**config.mk**
```make
export PLATFORM = sky130hd
export DESIGN_NAME = relnet_pktgen
export DESIGN_NICKNAME = d
export VERILOG_FILES = /design/src/rtl/relnet_pktgen_pkg.sv /design/src/rtl/relnet_rr_arb.sv /design/src/rtl/relnet_pktgen.sv
export SDC_FILE = /design/constraint.sdc
export NUM_CORES = 2
export LEC_CHECK = 0
export CORE_MARGIN = 1
export CORE_UTILIZATION = 50
export CTS_BUF_LIST = sky130_fd_sc_hd__clkbuf_8 sky130_fd_sc_hd__clkbuf_16
export DETAILED_ROUTE_END_ITERATION = 8
export PLACE_DENSITY = 0.71
export RECOVER_POWER = 100
export SYNTH_ARGS = -nofsm -noshare
export SYNTH_HDL_FRONTEND = slang
export SYNTH_SLANG_ARGS = --single-unit
```
**constraint.sdc**
```tcl
create_clock -name clk -period 18.1 [get_ports clk]
set_input_delay 3.62 -clock clk [delete_from_list [all_inputs] [get_ports clk]]
set_output_delay 3.62 -clock clk [all_outputs]
set_load 0.005 [all_outputs]
```
**src/rtl/relnet_pktgen_pkg.sv**
```systemverilog
// relnet_pktgen_pkg
// Shared types and constants for the relnet UDP/GBN packet generator:
// GBN packet types, FSM state encoding, UDP header layout, GBN data-beat
// layout and the constant-fill payload patterns.
package relnet_pktgen_pkg;

  typedef enum logic [7:0] {
    PKT_ACK  = 8'd1,
    PKT_NACK = 8'd2,
    PKT_DATA = 8'd3
  } pkt_type_t;

  typedef enum logic [2:0] {
    ST_IDLE,
    ST_ARB,
    ST_HDR,
    ST_GBN,
    ST_PLD
  } state_t;

  // UDP header word: {length, dest_port, src_port, dest_ip, src_ip}
  localparam int UDP_HDR_W   = 112;
  localparam int UDP_LEN_LSB = 96;
  localparam int UDP_LEN_W   = 16;

  // GBN data beat: {session_id, seq, pkt_type}
  localparam int GBN_TYPE_LSB = 0;
  localparam int GBN_SEQ_LSB  = 8;
  localparam int GBN_SID_LSB  = 40;

  localparam logic [63:0] FILL_BODY = 64'h0f0f_0f0f_0f0f_0f0f;
  localparam logic [63:0] FILL_LAST = 64'h0101_0101_0101_0101;

  function automatic logic [63:0] gbn_beat(input logic [23:0] sid, input logic [31:0] seq);
    logic [63:0] b;
    b = '0;
    b[GBN_TYPE_LSB +: 8]  = PKT_DATA;
    b[GBN_SEQ_LSB  +: 32] = seq;
    b[GBN_SID_LSB  +: 24] = sid;
    return b;
  endfunction

endpackage

```
**src/rtl/relnet_rr_arb.sv**
```systemverilog
// relnet_rr_arb
// Round-robin arbiter. Search starts one past the last accepted grant, so
// after reset (pointer = N-1) requester 0 has highest priority.
// Ports:
//   clk, rst     : clock, synchronous active-high reset
//   req [N]      : request vector
//   accept       : strobe; moves the pointer to the current grant
//   grant [N]    : one-hot grant (combinational)
//   grant_valid  : at least one request is granted
module relnet_rr_arb #(
  parameter int N  = 4,
  localparam int IW = $clog2(N)
) (
  input  logic         clk,
  input  logic         rst,
  input  logic [N-1:0] req,
  input  logic         accept,
  output logic [N-1:0] grant,
  output logic         grant_valid
);

  logic [IW-1:0] last;

  // Two passes with constant indices: first the requesters above the
  // pointer, then wrap around to those at or below it.
  always_comb begin
    grant       = '0;
    grant_valid = 1'b0;
    for (int j = 0; j < N; j++) begin
      if (!grant_valid && req[j] && (j > int'(last))) begin
        grant[j]    = 1'b1;
        grant_valid = 1'b1;
      end
    end
    for (int j = 0; j < N; j++) begin
      if (!grant_valid && req[j] && (j <= int'(last))) begin
        grant[j]    = 1'b1;
        grant_valid = 1'b1;
      end
    end
  end

  always_ff @(posedge clk) begin
    if (rst) begin
      last <= IW'(N - 1);
    end else if (accept) begin
      for (int j = 0; j < N; j++) begin
        if (grant[j]) last <= IW'(j);
      end
    end
  end

endmodule

```
**src/rtl/relnet_pktgen.sv**
```systemverilog
// relnet_pktgen
// Multi-session UDP/GBN traffic generator. Each packet is one UDP header
// on the header channel followed by a GBN data beat and cfg_beats payload
// beats on the payload channel. Sessions are served round-robin.
// Ports:
//   clk, rst                 : clock, synchronous active-high reset
//   cfg_*                    : per-session config write (ignored while busy)
//   start / busy / done      : run control
//   m_udp_hdr_*              : UDP header channel (valid/ready)
//   m_udp_payload_axis_*     : 64-bit payload stream
//
// state | meaning
// IDLE  | waiting for start; remaining counts latched on start
// ARB   | pick next session with packets left, or finish with done
// HDR   | UDP header valid, waiting for hdr_ready
// GBN   | GBN data header beat valid
// PLD   | payload beats valid, beats_left counts down to the last
module relnet_pktgen
  import relnet_pktgen_pkg::*;
#(
  parameter int NUM_SESSIONS = 4,
  parameter int SEQ_WIDTH    = 32,
  parameter int BEAT_WIDTH   = 8,
  parameter int CNT_WIDTH    = 16,
  localparam int IDX_W       = $clog2(NUM_SESSIONS)
) (
  input  logic                 clk,
  input  logic                 rst,
  input  logic                 cfg_wr,
  input  logic [IDX_W-1:0]     cfg_idx,
  input  logic [UDP_HDR_W-1:0] cfg_hdr,
  input  logic [23:0]          cfg_session_id,
  input  logic [SEQ_WIDTH-1:0] cfg_seq_init,
  input  logic [CNT_WIDTH-1:0] cfg_pkts,
  input  logic [BEAT_WIDTH-1:0] cfg_beats,
  input  logic                 cfg_mode,
  input  logic                 start,
  output logic                 busy,
  output logic                 done,
  output logic [UDP_HDR_W-1:0] m_udp_hdr_data,
  output logic                 m_udp_hdr_valid,
  input  logic                 m_udp_hdr_ready,
  output logic [63:0]          m_udp_payload_axis_tdata,
  output logic [7:0]           m_udp_payload_axis_tkeep,
  output logic                 m_udp_payload_axis_tvalid,
  input  logic                 m_udp_payload_axis_tready,
  output logic                 m_udp_payload_axis_tlast,
  output logic                 m_udp_payload_axis_tuser
);

  localparam int LEN_CALC_W = BEAT_WIDTH + 4;

  logic [UDP_LEN_LSB-1:0] hdr_mem   [NUM_SESSIONS];
  logic [23:0]            sid_mem   [NUM_SESSIONS];
  logic [SEQ_WIDTH-1:0]   seq_mem   [NUM_SESSIONS];
  logic [CNT_WIDTH-1:0]   pkts_mem  [NUM_SESSIONS];
  logic [CNT_WIDTH-1:0]   remaining [NUM_SESSIONS];
  logic [BEAT_WIDTH-1:0]  beats_mem [NUM_SESSIONS];
  logic [NUM_SESSIONS-1:0] mode_mem;

  state_t                 state;
  logic [IDX_W-1:0]       cur;
  logic [BEAT_WIDTH-1:0]  beats_left;

  logic [NUM_SESSIONS-1:0] req, grant;
  logic                   grant_valid, arb_accept, pkt_close;
  logic [IDX_W-1:0]       grant_idx;
  logic [LEN_CALC_W-1:0]  len_full;
  logic [UDP_LEN_W-1:0]   grant_len;
  logic [31:0]            seq_ext;
  logic [BEAT_WIDTH-1:0]  cur_beats, next_left, next_idx;
  logic                   unused_len;

  assign m_udp_payload_axis_tkeep = 8'hff;
  assign m_udp_payload_axis_tuser = 1'b0;
  // Length field of the configured header is replaced on output.
  assign unused_len = &cfg_hdr[UDP_HDR_W-1:UDP_LEN_LSB];

  always_comb begin
    for (int i = 0; i < NUM_SESSIONS; i++) req[i] = (remaining[i] != '0);
    grant_idx = '0;
    for (int i = 0; i < NUM_SESSIONS; i++) begin
      if (grant[i]) grant_idx = IDX_W'(i);
    end
  end

  assign arb_accept = (state == ST_ARB) && grant_valid;

  relnet_rr_arb #(.N(NUM_SESSIONS)) u_arb (
    .clk         (clk),
    .rst         (rst),
    .req         (req),
    .accept      (arb_accept),
    .grant       (grant),
    .grant_valid (grant_valid)
  );

  // Wire length = 8 bytes per beat including the GBN beat, truncated to 16 bits.
  assign len_full  = (LEN_CALC_W'(beats_mem[grant_idx]) + LEN_CALC_W'(1)) << 3;
  assign grant_len = UDP_LEN_W'(len_full);

  always_comb begin
    seq_ext                 = '0;
    seq_ext[SEQ_WIDTH-1:0]  = seq_mem[cur];
  end

  assign cur_beats = beats_mem[cur];
  assign next_left = beats_left - BEAT_WIDTH'(1);
  assign next_idx  = cur_beats - next_left;
  assign pkt_close = ((state == ST_GBN) || (state == ST_PLD)) &&
                     m_udp_payload_axis_tready && m_udp_payload_axis_tlast;

  always_ff @(posedge clk) begin
    if (rst) begin
      state                     <= ST_IDLE;
      cur                       <= '0;
      beats_left                <= '0;
      busy                      <= 1'b0;
      done                      <= 1'b0;
      m_udp_hdr_data            <= '0;
      m_udp_hdr_valid           <= 1'b0;
      m_udp_payload_axis_tdata  <= '0;
      m_udp_payload_axis_tvalid <= 1'b0;
      m_udp_payload_axis_tlast  <= 1'b0;
      mode_mem                  <= '0;
      for (int i = 0; i < NUM_SESSIONS; i++) begin
        hdr_mem[i]   <= '0;
        sid_mem[i]   <= '0;
        seq_mem[i]   <= '0;
        pkts_mem[i]  <= '0;
        remaining[i] <= '0;
        beats_mem[i] <= '0;
      end
    end else begin
      done <= 1'b0;

      if (cfg_wr && !busy) begin
        hdr_mem[cfg_idx]   <= cfg_hdr[UDP_LEN_LSB-1:0];
        sid_mem[cfg_idx]   <= cfg_session_id;
        seq_mem[cfg_idx]   <= cfg_seq_init;
        pkts_mem[cfg_idx]  <= cfg_pkts;
        beats_mem[cfg_idx] <= cfg_beats;
        mode_mem[cfg_idx]  <= cfg_mode;
      end

      case (state)
        ST_IDLE: begin
          // done still high means busy fell this cycle; such a start is dropped
          if (start && !done) begin
            for (int i = 0; i < NUM_SESSIONS; i++) remaining[i] <= pkts_mem[i];
            busy  <= 1'b1;
            state <= ST_ARB;
          end
        end
        ST_ARB: begin
          if (grant_valid) begin
            cur             <= grant_idx;
            m_udp_hdr_data  <= {grant_len, hdr_mem[grant_idx]};
            m_udp_hdr_valid <= 1'b1;
            state           <= ST_HDR;
          end else begin
            busy  <= 1'b0;
            done  <= 1'b1;
            state <= ST_IDLE;
          end
        end
        ST_HDR: begin
          if (m_udp_hdr_ready) begin
            m_udp_hdr_valid           <= 1'b0;
            m_udp_payload_axis_tdata  <= gbn_beat(sid_mem[cur], seq_ext);
            m_udp_payload_axis_tvalid <= 1'b1;
            m_udp_payload_axis_tlast  <= (cur_beats == '0);
            state                     <= ST_GBN;
          end
        end
        ST_GBN: begin
          if (m_udp_payload_axis_tready && !m_udp_payload_axis_tlast) begin
            beats_left <= cur_beats;
            if (mode_mem[cur]) m_udp_payload_axis_tdata <= '0;
            else m_udp_payload_axis_tdata <= (cur_beats == BEAT_WIDTH'(1)) ? FILL_LAST : FILL_BODY;
            m_udp_payload_axis_tlast <= (cur_beats == BEAT_WIDTH'(1));
            state                    <= ST_PLD;
          end
        end
        ST_PLD: begin
          if (m_udp_payload_axis_tready && !m_udp_payload_axis_tlast) begin
            beats_left <= next_left;
            if (mode_mem[cur]) m_udp_payload_axis_tdata <= 64'(next_idx);
            else m_udp_payload_axis_tdata <= (next_left == BEAT_WIDTH'(1)) ? FILL_LAST : FILL_BODY;
            m_udp_payload_axis_tlast <= (next_left == BEAT_WIDTH'(1));
          end
        end
        default: state <= ST_IDLE;
      endcase

      if (pkt_close) begin
        seq_mem[cur]              <= seq_mem[cur] + SEQ_WIDTH'(1);
        remaining[cur]            <= remaining[cur] - CNT_WIDTH'(1);
        m_udp_payload_axis_tvalid <= 1'b0;
        m_udp_payload_axis_tlast  <= 1'b0;
        state                     <= ST_ARB;
      end
    end
  end

endmodule

```
==> run metrics <==
status=complete, but fails checks; failing checks=capacitance limit, slew limit; Setup WS pre-CTS=roughly 10000 ps; hold_sp=m_udp_payload_axis_tdata[22]; Post-CTS Setup Inserts=0; Tot Pwr=5.21 mW; final hold vios=0; drt drc=0; Rows=approximately 110; clock group share of total power=around 38%; die area=around 85000 um^2; largest net degree at the start of global routing=approximately 140; Synth area leader=edfxtp_1; initial DRC count=2925; Longest Clk Path Bufs=3; CTS Root Cell=clkbuf_16; Tmin final=12020 ps; Synth async-reset ratio=0%; part of the cycle the worst path needs=66.4%; global-route wire length before repair=~180 mm; hold depth=2; max-cap viol count=19; worst-skew pair later-pin latency=670 ps; remaining global-route overflow=0; f_max=83.2 MHz; Mean Syn Cell Area=between 10 and 15 um^2; Critical Path AT=12210 ps; Hold WS=444 ps; pwr/cell area=106 nW/um^2; Switch Pwr=1.34 mW; internal power=~3.9 mW; sw frac=25.7%; clock slew seen by the registers of the worst setup and hold paths=60 ps; post-DP HPWL=66.2 mm; DR WL/cell=23.1 um; Post-Route WL=roughly 120 mm; initial core utilization=50.7%; Flop pwr share=between 50% and 60%; RD Place Congestion=between 0.8 and 0.9; Setup violations, final=0; worst slew pin tran=4190 ps; Final TNS setup=0 ps; largest cells by area after synthesis=edfxtp_1 (55%), dfxtp_1 (9.3%), nor2_1 (6.2%), mux4_2 (4.2%), nand2_1 (4.2%); Placed Instance Area=46000 um^2; Netlist cell types=73; worst min-delay path class=reg2reg; Seq/Total Area, Yosys=64.6%; commonest cells after routing, fill and taps aside=edfxtp_1 (768), nor2_1 (686), nand2_1 (460), o21ai_0 (201), inv_1 (197); port buffer count=about 360; kind of critical path=in2reg; Final Max Tran Viols=991; CP required=18290 ps; R2R depth=8; Mapped Area=41800 um^2; RR Startpoint=state[1]; RSZ-0062 raised after global routing=no; fraction of layout cells with a size suffix above 1=7.20%; clk_skew=48.8 ps; final worst slack=6080 ps; critical path peak fanout=61; Num CTS Buffers=100; Avg Vias per Cell=6.01; all-layer global routing usage=27.3%; CTS Sinks=963; via count=30400; Reg2Reg Capture Point=seq_mem[2][10]; synthesized flop and latch total=963; DRT antenna net count=0; CP Launch Type=primary input; initial antenna violation count=13; Post-Syn Instances=around 3700; Rel. slew slack=-180%; hold-fix buffers at CTS=0; vias in the first global route=29500; Logic pwr share=roughly an eighth; CTS H-tree lvls=3; commonest non-fill, non-tap cell in the layout=edfxtp_1; core area=82400 um^2; Synthesis Warnings=0; Pre-Repair DR Iteration Count=6; Hold EP=m_udp_payload_axis_tdata[22]; post-synth top area share=55.2%; CTS tree=done; layout net count=4116; PostCTS Resize Cnt=0; Synth Flop Type=edfxtp_1; CP Capture Type=flop; reg2reg setup slack=roughly 11000 ps; Final Cell Area=49100 um^2; EDFF count, synth=768; synth-to-layout area growth=17.5%; IR drop worst, VDD=79.7 uV; IO Count=391; Worst Setup SP=rst; die height=approximately 290 um; die width=291 um; P_leak=between 15 and 20 nW
[state kept, by name, summed over array words and instances (netlist names), named ones only]
signal                     flops
busy                           1
sid_mem                       96
remaining                     64
mode_mem                       4
hdr_mem                      384
state                          3
beats_mem                     32
cur                            2
seq_mem                      128
m_udp_payload_axis_tlast       1
pkts_mem                      64
u_arb.last                     2
done                           1
m_udp_hdr_valid                1
m_udp_payload_axis_tdata      64
m_udp_hdr_data               105
beats_left                     8
m_udp_payload_axis_tvalid      1
[synthesized netlist by cell type (4+ instances only)]
cell,n
a211oi_1,97
a21oi_1,77
a22o_1,4
a22oi_1,11
a311oi_1,99
and2_1,8
and3_1,10
and4_1,7
buf_1,26
buf_2,22
buf_4,24
clkbuf_1,230
dfxtp_1,195
edfxtp_1,768
ha_1,12
inv_1,161
mux2i_1,6
mux4_2,77
nand2_1,462
nand3_1,111
nand4_1,73
nor2_1,691
nor2b_1,4
nor3_1,89
nor3b_1,4
nor4_1,20
o211ai_1,5
o21ai_0,181
o21ai_1,28
o221ai_1,58
or2_2,4
or3_1,6
xnor2_1,30
xor2_1,25
[worst max path at each step]
stage / endpoint / slack (ps) / depth (start not counted)
after floorplan: beats_mem[0][0] / 9930 / 6
after detailed placement: hdr_mem[2][40] / 10490 / 7
final: hdr_mem[0][67] / 6080 / 4
after global placement: hdr_mem[2][40] / 10480 / 7
after CTS: hdr_mem[2][53] / 11180 / 7
after global routing: hdr_mem[0][83] / 5730 / 4
[per-layer routing]
layer,GRT usage [%],wire (um),up-vias
li1,-,-,13800
met1,36.7,46300,15000
met2,44.3,55800,1467
met3,5.71,11500,213
met4,8.99,3300,12
met5,0,69,-
[cells by family (layout without fill, tap and decap cells)]
kind of cell / after synthesis / after routing / synth area share (%)
AND/OR/NAND/NOR: 1510 / 1510 / 15.4
flip-flops: 963 / 963 / 64.6
AO/OA/AOI/OAI: 588 / 588 / 9.44
buffers and inverters: 465 / 755 / 4.50
multiplexers: 87 / 87 / 4.51
XOR/XNOR: 56 / 56 / 1.19
adder cells (fa/ha/maj): 13 / 13 / 0.407
other: 2 / 22 / 0.0180
[layout make-up]
cell class,count,area (um^2)
fill,6587,33300
sequential,963,27000
multi-input combinational,2270,13100
timing repair buffer,406,3910
clock buffer,114,2700
tap,1070,1340
inverter,161,604
clock inverter,74,478
antenna,6,15.0
[stage by stage]
stage,util (%),instances
after floorplan,-,3698
after global routing,59.6,5062
after global placement,55.9,4870
after detailed placement,55.9,4870
final,59.6,5064
after CTS,59.7,5058
[power groups by stage]
stage / Combinational, mW / Sequential (mW) / Clock, mW
final: 0.637 / 2.61 / 1.96
after global routing: 0.687 / 2.62 / 2.07
after detailed placement: 0.645 / 2.65 / 0
after CTS: 0.648 / 2.60 / 1.98
after floorplan: 0.384 / 2.63 / 0
after global placement: 0.640 / 2.64 / 0
[worst max-delay path, stage by stage]
cell	delay, ps
clkbuf_1	2490
inv_1	1270
nand2_1	1950
clkbuf_1	2750
(Power assumes the default switching activity.)
